File: src/rtl/dmem_pkg.sv
// dmem_pkg: shared types and constants for the data-memory arbiter.
package dmem_pkg;

    localparam int ADDR_W = 32;
    localparam int DATA_W = 32;

    // Low address bits that must be zero for a word access.
    localparam logic [1:0] ALIGN_MASK = 2'b11;

    typedef enum logic [1:0] {
        ST_IDLE   = 2'd0,
        ST_ACCESS = 2'd1,
        ST_RESP   = 2'd2
    } state_e;

    // True when an access must be rejected: misaligned or past the last legal word.
    function automatic logic addr_bad(input logic [ADDR_W-1:0] addr,
                                      input logic [ADDR_W-1:0] max_addr);
        return ((addr[1:0] & ALIGN_MASK) != 2'b00) || (addr > max_addr);
    endfunction

endpackage

File: src/rtl/rr_arbiter2.sv
// rr_arbiter2: combinational two-way arbiter, round-robin or fixed priority.
module rr_arbiter2
    import dmem_pkg::*;
(
    input  logic [1:0] req_i,
    input  logic       last_grant_i,
    input  logic       fixed_prio_i,
    output logic       grant_o,
    output logic       valid_o
);

    // Pick the winner; on a tie prefer port 0 in fixed mode, else the port not served last.
    always_comb begin
        valid_o = |req_i;
        grant_o = 1'b0;
        case (req_i)
            2'b01:   grant_o = 1'b0;
            2'b10:   grant_o = 1'b1;
            2'b11:   grant_o = fixed_prio_i ? 1'b0 : ~last_grant_i;
            default: grant_o = 1'b0;
        endcase
    end

endmodule

File: src/rtl/dmem_arbiter.sv
// dmem_arbiter: serialises two requesters onto the word-access data memory,
// holds the strobes for a fixed window and returns a one-cycle ready/err.
module dmem_arbiter
    import dmem_pkg::*;
#(
    parameter int ACCESS_CYCLES = 2,
    parameter int MEM_BYTES     = 256,
    parameter int FIXED_PRIO    = 0
) (
    input  logic              clk,
    input  logic              rst_n,
    input  logic              p0_req,
    input  logic              p0_we,
    input  logic [ADDR_W-1:0] p0_addr,
    input  logic [DATA_W-1:0] p0_wdata,
    output logic              p0_ready,
    output logic              p0_err,
    output logic [DATA_W-1:0] p0_rdata,
    input  logic              p1_req,
    input  logic              p1_we,
    input  logic [ADDR_W-1:0] p1_addr,
    input  logic [DATA_W-1:0] p1_wdata,
    output logic              p1_ready,
    output logic              p1_err,
    output logic [DATA_W-1:0] p1_rdata,
    output logic [ADDR_W-1:0] mem_addr,
    output logic [DATA_W-1:0] mem_wdata,
    output logic              mem_read,
    output logic              mem_write,
    input  logic [DATA_W-1:0] mem_rdata,
    output logic              busy
);

    localparam logic [3:0]        CNT_LAST = 4'(ACCESS_CYCLES - 1);
    localparam logic [ADDR_W-1:0] MAX_ADDR = ADDR_W'(MEM_BYTES - 4);
    localparam logic              FIXED    = (FIXED_PRIO != 0);

    state_e            state_q, state_d;
    logic [3:0]        cnt_q, cnt_d;
    logic              last_grant_q, last_grant_d;
    logic              grant_q, grant_d;
    logic              we_q, we_d;
    logic              err_q, err_d;
    logic [ADDR_W-1:0] addr_q, addr_d;
    logic [DATA_W-1:0] wdata_q, wdata_d;
    logic [DATA_W-1:0] rdata_q, rdata_d;

    logic              arb_grant;
    logic              arb_valid;
    logic              sel_we;
    logic [ADDR_W-1:0] sel_addr;
    logic [DATA_W-1:0] sel_wdata;
    logic              in_access;
    logic              in_resp;

    rr_arbiter2 u_arb (
        .req_i        ({p1_req, p0_req}),
        .last_grant_i (last_grant_q),
        .fixed_prio_i (FIXED),
        .grant_o      (arb_grant),
        .valid_o      (arb_valid)
    );

    // Route the winning requester's command fields toward the latches.
    always_comb begin
        sel_we    = arb_grant ? p1_we    : p0_we;
        sel_addr  = arb_grant ? p1_addr  : p0_addr;
        sel_wdata = arb_grant ? p1_wdata : p0_wdata;
    end

    // State and datapath registers; reset leaves port 0 the winner of the first tie.
    always_ff @(posedge clk or negedge rst_n) begin
        if (!rst_n) begin
            state_q      <= ST_IDLE;
            cnt_q        <= 4'd0;
            last_grant_q <= 1'b1;
            grant_q      <= 1'b0;
            we_q         <= 1'b0;
            err_q        <= 1'b0;
            addr_q       <= '0;
            wdata_q      <= '0;
            rdata_q      <= '0;
        end else begin
            state_q      <= state_d;
            cnt_q        <= cnt_d;
            last_grant_q <= last_grant_d;
            grant_q      <= grant_d;
            we_q         <= we_d;
            err_q        <= err_d;
            addr_q       <= addr_d;
            wdata_q      <= wdata_d;
            rdata_q      <= rdata_d;
        end
    end

    // Next-state: grant and latch in IDLE, count the strobe window, then respond once.
    always_comb begin
        state_d      = state_q;
        cnt_d        = cnt_q;
        last_grant_d = last_grant_q;
        grant_d      = grant_q;
        we_d         = we_q;
        err_d        = err_q;
        addr_d       = addr_q;
        wdata_d      = wdata_q;
        rdata_d      = rdata_q;
        case (state_q)
            ST_IDLE: begin
                if (arb_valid) begin
                    grant_d = arb_grant;
                    we_d    = sel_we;
                    addr_d  = sel_addr;
                    wdata_d = sel_wdata;
                    rdata_d = '0;
                    cnt_d   = 4'd0;
                    if (addr_bad(sel_addr, MAX_ADDR)) begin
                        err_d   = 1'b1;
                        state_d = ST_RESP;
                    end else begin
                        err_d   = 1'b0;
                        state_d = ST_ACCESS;
                    end
                end
            end
            ST_ACCESS: begin
                if (cnt_q == CNT_LAST) begin
                    // Memory output settled on the preceding negedge.
                    if (!we_q) begin
                        rdata_d = mem_rdata;
                    end
                    state_d = ST_RESP;
                end else begin
                    cnt_d = cnt_q + 4'd1;
                end
            end
            ST_RESP: begin
                last_grant_d = grant_q;
                state_d      = ST_IDLE;
            end
            default: begin
                state_d = ST_IDLE;
            end
        endcase
    end

    // Outputs decode straight from registered state so reset clears them at once.
    always_comb begin
        in_access = (state_q == ST_ACCESS);
        in_resp   = (state_q == ST_RESP);
        busy      = (state_q != ST_IDLE);
        mem_read  = in_access & ~we_q;
        mem_write = in_access & we_q;
        mem_addr  = in_access ? addr_q  : '0;
        mem_wdata = in_access ? wdata_q : '0;
        p0_ready  = in_resp & ~err_q & ~grant_q;
        p0_err    = in_resp &  err_q & ~grant_q;
        p1_ready  = in_resp & ~err_q &  grant_q;
        p1_err    = in_resp &  err_q &  grant_q;
        p0_rdata  = (in_resp & ~err_q & ~we_q & ~grant_q) ? rdata_q : '0;
        p1_rdata  = (in_resp & ~err_q & ~we_q &  grant_q) ? rdata_q : '0;
    end

endmodule
File: config.mk
export PLATFORM = sky130hd
export DESIGN_NAME = dmem_arbiter
export DESIGN_NICKNAME = d
export VERILOG_FILES = /design/src/rtl/dmem_pkg.sv /design/src/rtl/rr_arbiter2.sv /design/src/rtl/dmem_arbiter.sv
export SDC_FILE = /design/constraint.sdc
export NUM_CORES = 1
export LEC_CHECK = 0
export BUFFER_PORTS_ARGS = -buffer_cell sky130_fd_sc_hd__buf_2
export CORE_AREA = 2 2 117 119
export CTS_CLUSTER_DIAMETER = 30
export DETAILED_ROUTE_END_ITERATION = 8
export DIE_AREA = 0 0 119 121
export PLACE_DENSITY = 0.77
export SLEW_MARGIN = 20
export SYNTH_ARGS = -nofsm -noshare
export SYNTH_HDL_FRONTEND = slang
export SYNTH_SLANG_ARGS = --single-unit
File: constraint.sdc
create_clock -name clk -period 2.1 [get_ports clk]
set_input_delay 0.525 -clock clk [delete_from_list [all_inputs] [get_ports clk]]
set_output_delay 0.525 -clock clk [all_outputs]
set_load 0.02 [all_outputs]
==> results of run 1 <==
metrics by stage:
stage / cell area, µm² / hold slack (ps) / setup slack (ps) / instances
after detailed placement: 7411 / 461.9 / -104.3 / 1022
after global placement: 7411 / 452.6 / -20.10 / 1022
final: 9116 / 110.8 / -219.4 / 1061
after global routing: 9116 / 125.0 / -288.1 / 1061
after floorplan: 5629 / 229.4 / 124.8 / 563
after CTS: 8289 / 115.6 / -172.2 / 1048
synthesized netlist by cell type, types with 2 or more instances:
| cell | n | area share |
|---|---|---|
| nand2b_1 | 2 | 0.0022 |
| dfrtp_1 | 105 | 0.47 |
| o21ai_1 | 40 | 0.036 |
| nand2_1 | 67 | 0.045 |
| mux2_2 | 2 | 0.0040 |
| nand3_1 | 3 | 0.0027 |
| ha_1 | 2 | 0.0044 |
| buf_4 | 4 | 0.0053 |
| buf_6 | 7 | 0.014 |
| nor2_1 | 9 | 0.0060 |
| a22o_1 | 33 | 0.051 |
| buf_2 | 14 | 0.012 |
| and2_1 | 129 | 0.14 |
| clkbuf_1 | 15 | 0.010 |
| a21boi_2 | 2 | 0.0040 |
| xor2_1 | 2 | 0.0031 |
| nand4_1 | 3 | 0.0033 |
| mux2i_1 | 65 | 0.12 |
| o21ai_0 | 29 | 0.026 |
| nor2b_2 | 2 | 0.0031 |
| nor4_1 | 12 | 0.013 |
| inv_1 | 2 | 0.0013 |
final cells by class:
type,instances,area share
clock buffers,11,0.02663
clock inverters,5,0.005902
inverters,2,0.0008235
multi-input cells,418,0.3376
flip-flops and latches,106,0.2911
well taps,176,0.02416
repair buffers,343,0.3138
sequential cells by signal, indices dropped and copies added, names as in the netlist:
name,flops
addr_q,32
rdata_q,32
wdata_q,32
cnt_q,4
state_q,2
err_q,1
grant_q,1
last_grant_q,1
we_q,1
cells by family after synthesis:
group / count (synthesis) / share of synthesized area
AO/OA/AOI/OAI: 109 / 0.1265
XOR/XNOR: 2 / 0.003112
adder cells (fa/ha/maj): 2 / 0.004445
AND/OR/NAND/NOR: 235 / 0.2318
buffers and inverters: 42 / 0.04312
flip-flops: 106 / 0.4714
multiplexers: 67 / 0.1196
report_power, final:
part / switching, µW / internal (µW) / total [µW]
clock network: 746 / 955 / 1700
logic: 531 / 455 / 986
registers: 161 / 2330 / 2490
total: 1440 / 3740 / 5180
worst max path at each step:
| stage | cells after the start | slack [ps] | startpoint | to |
|---|---|---|---|---|
| floorplan | 5 | 120 | state_q[0] | p1_rdata[10] |
| global placement | 5 | -20 | state_q[0] | p1_rdata[9] |
| detailed placement | 5 | -100 | state_q[0] | p1_rdata[5] |
| CTS | 8 | -170 | state_q[0] | p0_rdata[27] |
| global route | 7 | -290 | state_q[0] | p0_rdata[26] |
| finish | 7 | -220 | state_q[0] | p0_rdata[26] |
repair_timing:
action,CTS,global route
hold buffers,0,0
setup endpoints to repair,87,130
pin swaps,20,51
gates cloned,5,9
buffers inserted,5,9
gates resized for setup,150,235
worst register-to-register path, cell delays in order, from the launching register on:
cell and delay, ps:
dfrtp_1 390, buf_4 140, buf_6 120, nor2b_4 150, buf_6 130, buf_12 140, and2_4 150, buf_4 130
o21bai_4 350, a22o_1 340
layer usage:
metal,part of all wire,track usage,vias up
li1,-,-,2561
met1,0.39,0.2904,2591
met2,0.51,0.4120,255
met3,0.070,0.04605,35
met4,0.026,0.07143,0
met5,0,0,-
==> out/metrics.cfg, run 1 <==
[outcome]
outcome = complete, but fails checks
violations = negative setup slack

[routing]
drtIter0Drc = 304
ant_nets = 0
dr_total_vias = 5442
routed_via_density = 5.129
routed_wl_um = 19140
wire_per_inst_um = 18.04
first_pass_iters = 4
drc = 0

[clock_network]
cts-root-buf = clkbuf_16
cts_max_path_buffers = 2
h-tree-depth = 3
clock_sinks = 106
numCtsBuffers = 9
cts_tree = yes
clkTransAtPathRegs_ps = 70
clock_latency_ps = 340

[synthesis]
synth_area_mm2 = 0.005629
syn_area_per_cell_um2 = 9.998
ys_seq_area_frac = 0.4714
syn_nets = 731
ys_ff_latch = 106
synth_edf_count = 0
synthDistinctLibCells = 36
async_flop_share = 1.000
syn_inst = 563
yosysWarnings = 0
synth-main-ff-cell = dfrtp_1

[global_routing]
antenna_found_initial = 0
grt_max_degree = 109
grt_pass1_wl_um = 26530
track_usage = 0.2339
overflow = 0
grt_pass1_vias = 5171

[setup_path]
reg2reg_depth = 9
crit_fanout = 16
rr_endpoint = rdata_q[0]
crit_buf_inv = 3
path_cells = nor2b_2, buf_6, nand2b_4, nor3_4, buf_6, and2_1, buf_4
startpoint_type = register
crit_arrival_ps = 1790
crit_required_ps = 1570
end_kind = primary output
critPathMostFrequentCell = buf_6
critPathTopFamily = simple AND/OR/NAND/NOR gates
slowest_stage = dfrtp_1
ff2ff_setup_slack_ps = -40
critical-path-max-stage-delay_ps = 390
crit_type = reg -> out
rr_startpoint = state_q[0]

[timing]
setup_viol = 157
clock_skew_ps = 7.355
tightest_slew_ps = 787.2
post-route-period-util = 1.104
finalHoldViolCount = 0
relSlewSlack = 0.4738
fin_crit_ps = 2319
fmax_mhz = 431.1
fin_ws_ps = -219.4
drv_slew = 0
tns_ps = -18880
rsz0062_at_grt = yes

[power]
p_leak_uw = 0.004617
power.total_uw = 5176
irDropWorstVdd_v = 0.0004634
p_per_area_mw_per_mm2 = 567.8

[floorplan]
rows = 42
die_y_um = 121
pin_count = 301
fp.coreArea_mm2 = 0.01309
initial_utilization = 0.4302
chipWidth_um = 119
dieArea_mm2 = 0.01440

[placement]
place.port_buffers = 300
dpl.hpwl_um = 11620
place_congestion = 0.9115

[worst_hold_path]
hold_class = in -> async

[flow_run]
maxCapViolations = 0

[finish]
final_util = 0.6967
layout_commonest_cell = buf_2
area_growth_pct = 61.95
multi_input_comb_area_mm2 = 0.003078
num-fill-cells = 1008
antenna_cells = 0
register_area_mm2 = 0.002654
fin_nets = 1048
drive_above_1_share = 0.5492
final_cell_mix = buf_2, buf_6, and2_4, dfrtp_1, nand2_1

No activity file was read; power rests on OpenSTA's default activity.
==> run 2: changes to the inputs <==
Settings changed: TNS_END_PERCENT set to 5.
==> run 2 against run 1 <==
  * The flow still finishes with violations (negative setup slack)
  * Worst hold slack worse by 1.4 ps
  * Worst setup slack better by 69 ps
  * Clock skew fell by 1.1 ps
  * Sequential share of layout area grew 3.6 points
  * First-iteration DRC count is 27% lower
  * Count of clock-buffer cells in the layout unchanged
  * Design area down 11%
  * Largest power group unchanged
==> out/metrics.cfg, run 2 (synthesis gave the netlist of run 1 again) <==
[outcome]
outcome = complete, but fails checks
violations = negative setup slack

[setup_path]
path_cells = nor2b_2, buf_4, nand2b_1, nor3_2, buf_12, and2_1, buf_4
crit_arrival_ps = 1730
ff2ff_setup_slack_ps = 210
reg2reg_depth = 5
crit_end = p0_rdata[31]
critical-path-max-stage-delay_ps = 390
crit_cells = 7
rr_startpoint = cnt_q[0]
crit_buf_inv = 3
end_kind = primary output
crit_required_ps = 1570
crit_fanout = 32
critPathMostFrequentCell = buf_4
startpoint_type = register
critPathTopFamily = simple AND/OR/NAND/NOR gates
crit_start = state_q[0]
crit_type = reg -> out
slowest_stage = dfrtp_1
rr_endpoint = rdata_q[16]

[clock_network]
numCtsBuffers = 9
cts_tree = yes
post-cts-setup-buffer-count = 0
clkTransAtPathRegs_ps = 70
h-tree-depth = 3
cts_max_path_buffers = 2
clock_latency_ps = 340
cts_hold_buf = 0
cts-root-buf = clkbuf_16
clock_sinks = 106

[global_routing]
met1_usage = 0.2755
grt.met3_usage = 0.04464
antenna_found_initial = 0
overflow = 0
track_usage = 0.2161
grt_use_met2 = 0.3675
top_usage_layer = met2
grt_max_degree = 109
grt_pass1_vias = 4933
grt_pass1_wl_um = 24760

[routing]
first_pass_iters = 4
dr_total_vias = 5096
routed_wl_um = 15890
drtIter0Drc = 223
wire_per_inst_um = 15.28
routed_via_density = 4.900
ant_nets = 0
drc = 0

[timing]
setup_viol = 65
fin_hold_ws_ps = 109.4
fin_crit_ps = 2250
finalHoldViolCount = 0
tns_ps = -7144
relSlewSlack = 0.4866
fmax_mhz = 444.4
tightest_slew_ps = 768.1
drv_slew = 0
fin_ws_ps = -150.4
rsz0062_at_grt = yes
post-route-period-util = 1.072
clock_skew_ps = 6.228

[placement]
dp_cells = 1022
dpl.hpwl_um = 11620
place.port_buffers = 300
place_congestion = 0.9115
place_ws_ps = -104.3

[finish]
multi_input_comb_area_mm2 = 0.002790
area_growth_pct = 43.92
final_cell_mix = buf_2, and2_1, dfrtp_1, buf_4, nand2_1
reg_top3 = addr_q (32), rdata_q (32), wdata_q (32)
num-fill-cells = 1140
drive_above_1_share = 0.4178
fin_nets = 1027
instances_no_fill = 1040
antenna_cells = 0
register_area_mm2 = 0.002654
layout_commonest_cell = buf_2

[power]
irDropWorstVdd_v = 0.0004599
p_leak_uw = 0.004242
power.total_uw = 5102
p_per_area_mw_per_mm2 = 629.7

[floorplan]
dieArea_mm2 = 0.01440
fp.coreArea_mm2 = 0.01309
chipWidth_um = 119
pin_count = 301
initial_utilization = 0.4302
die_y_um = 121
rows = 42

[flow_run]
maxCapViolations = 0

[worst_hold_path]
hold_class = in -> async

-- run 2: timing repair --
item / 4_1_cts / 5_1_grt
pin swaps: 8 / 3
resized for setup: 78 / 67
endpoints found under the setup margin: 87 / 130
cloned: 0 / 2
-- run 2: worst min path at each step --
stage                      startpoint           to  slack (ps)  depth (start not counted)
after global routing            rst_n   addr_q[16]         120                          1
after detailed placement   wdata_q[1]   wdata_q[1]         460                          2
after global placement    wdata_q[13]  wdata_q[13]         450                          2
after CTS                       rst_n   addr_q[16]         120                          1
after floorplan                 rst_n    addr_q[0]         230                          0
final                           rst_n   addr_q[16]         110                          1
-- run 2: area by class of cell --
cell class	instances	share of cell area
clock inverter	5	0.006641
inverter	2	0.0009266
multi-input combinational	417	0.3444
clock buffer	11	0.02996
tap	176	0.02718
sequential	106	0.3276
timing repair buffer	323	0.2633
-- run 2: layer usage --
metal | share of wire | vias up
met5 | 0 | -
met4 | 0.018 | 0
met3 | 0.069 | 19
met2 | 0.50 | 207
met1 | 0.42 | 2346
li1 | - | 2524
-- run 2: stage by stage --
step	area (µm²)	util
2_1_floorplan	5629	-
3_3_place_gp	7411	0.5664
3_5_place_dp	7411	0.5664
4_1_cts	7915	0.6049
5_1_grt	8102	0.6191
6_report	8102	0.6191
-- run 2: report_power, final --
| group | total [µW] | internal [µW] | leakage (µW) | switching, µW |
|---|---|---|---|---|
| logic | 957 | 446 | 0.00274 | 512 |
| registers | 2460 | 2330 | 0.00135 | 133 |
| clock network | 1680 | 954 | 0.000149 | 729 |
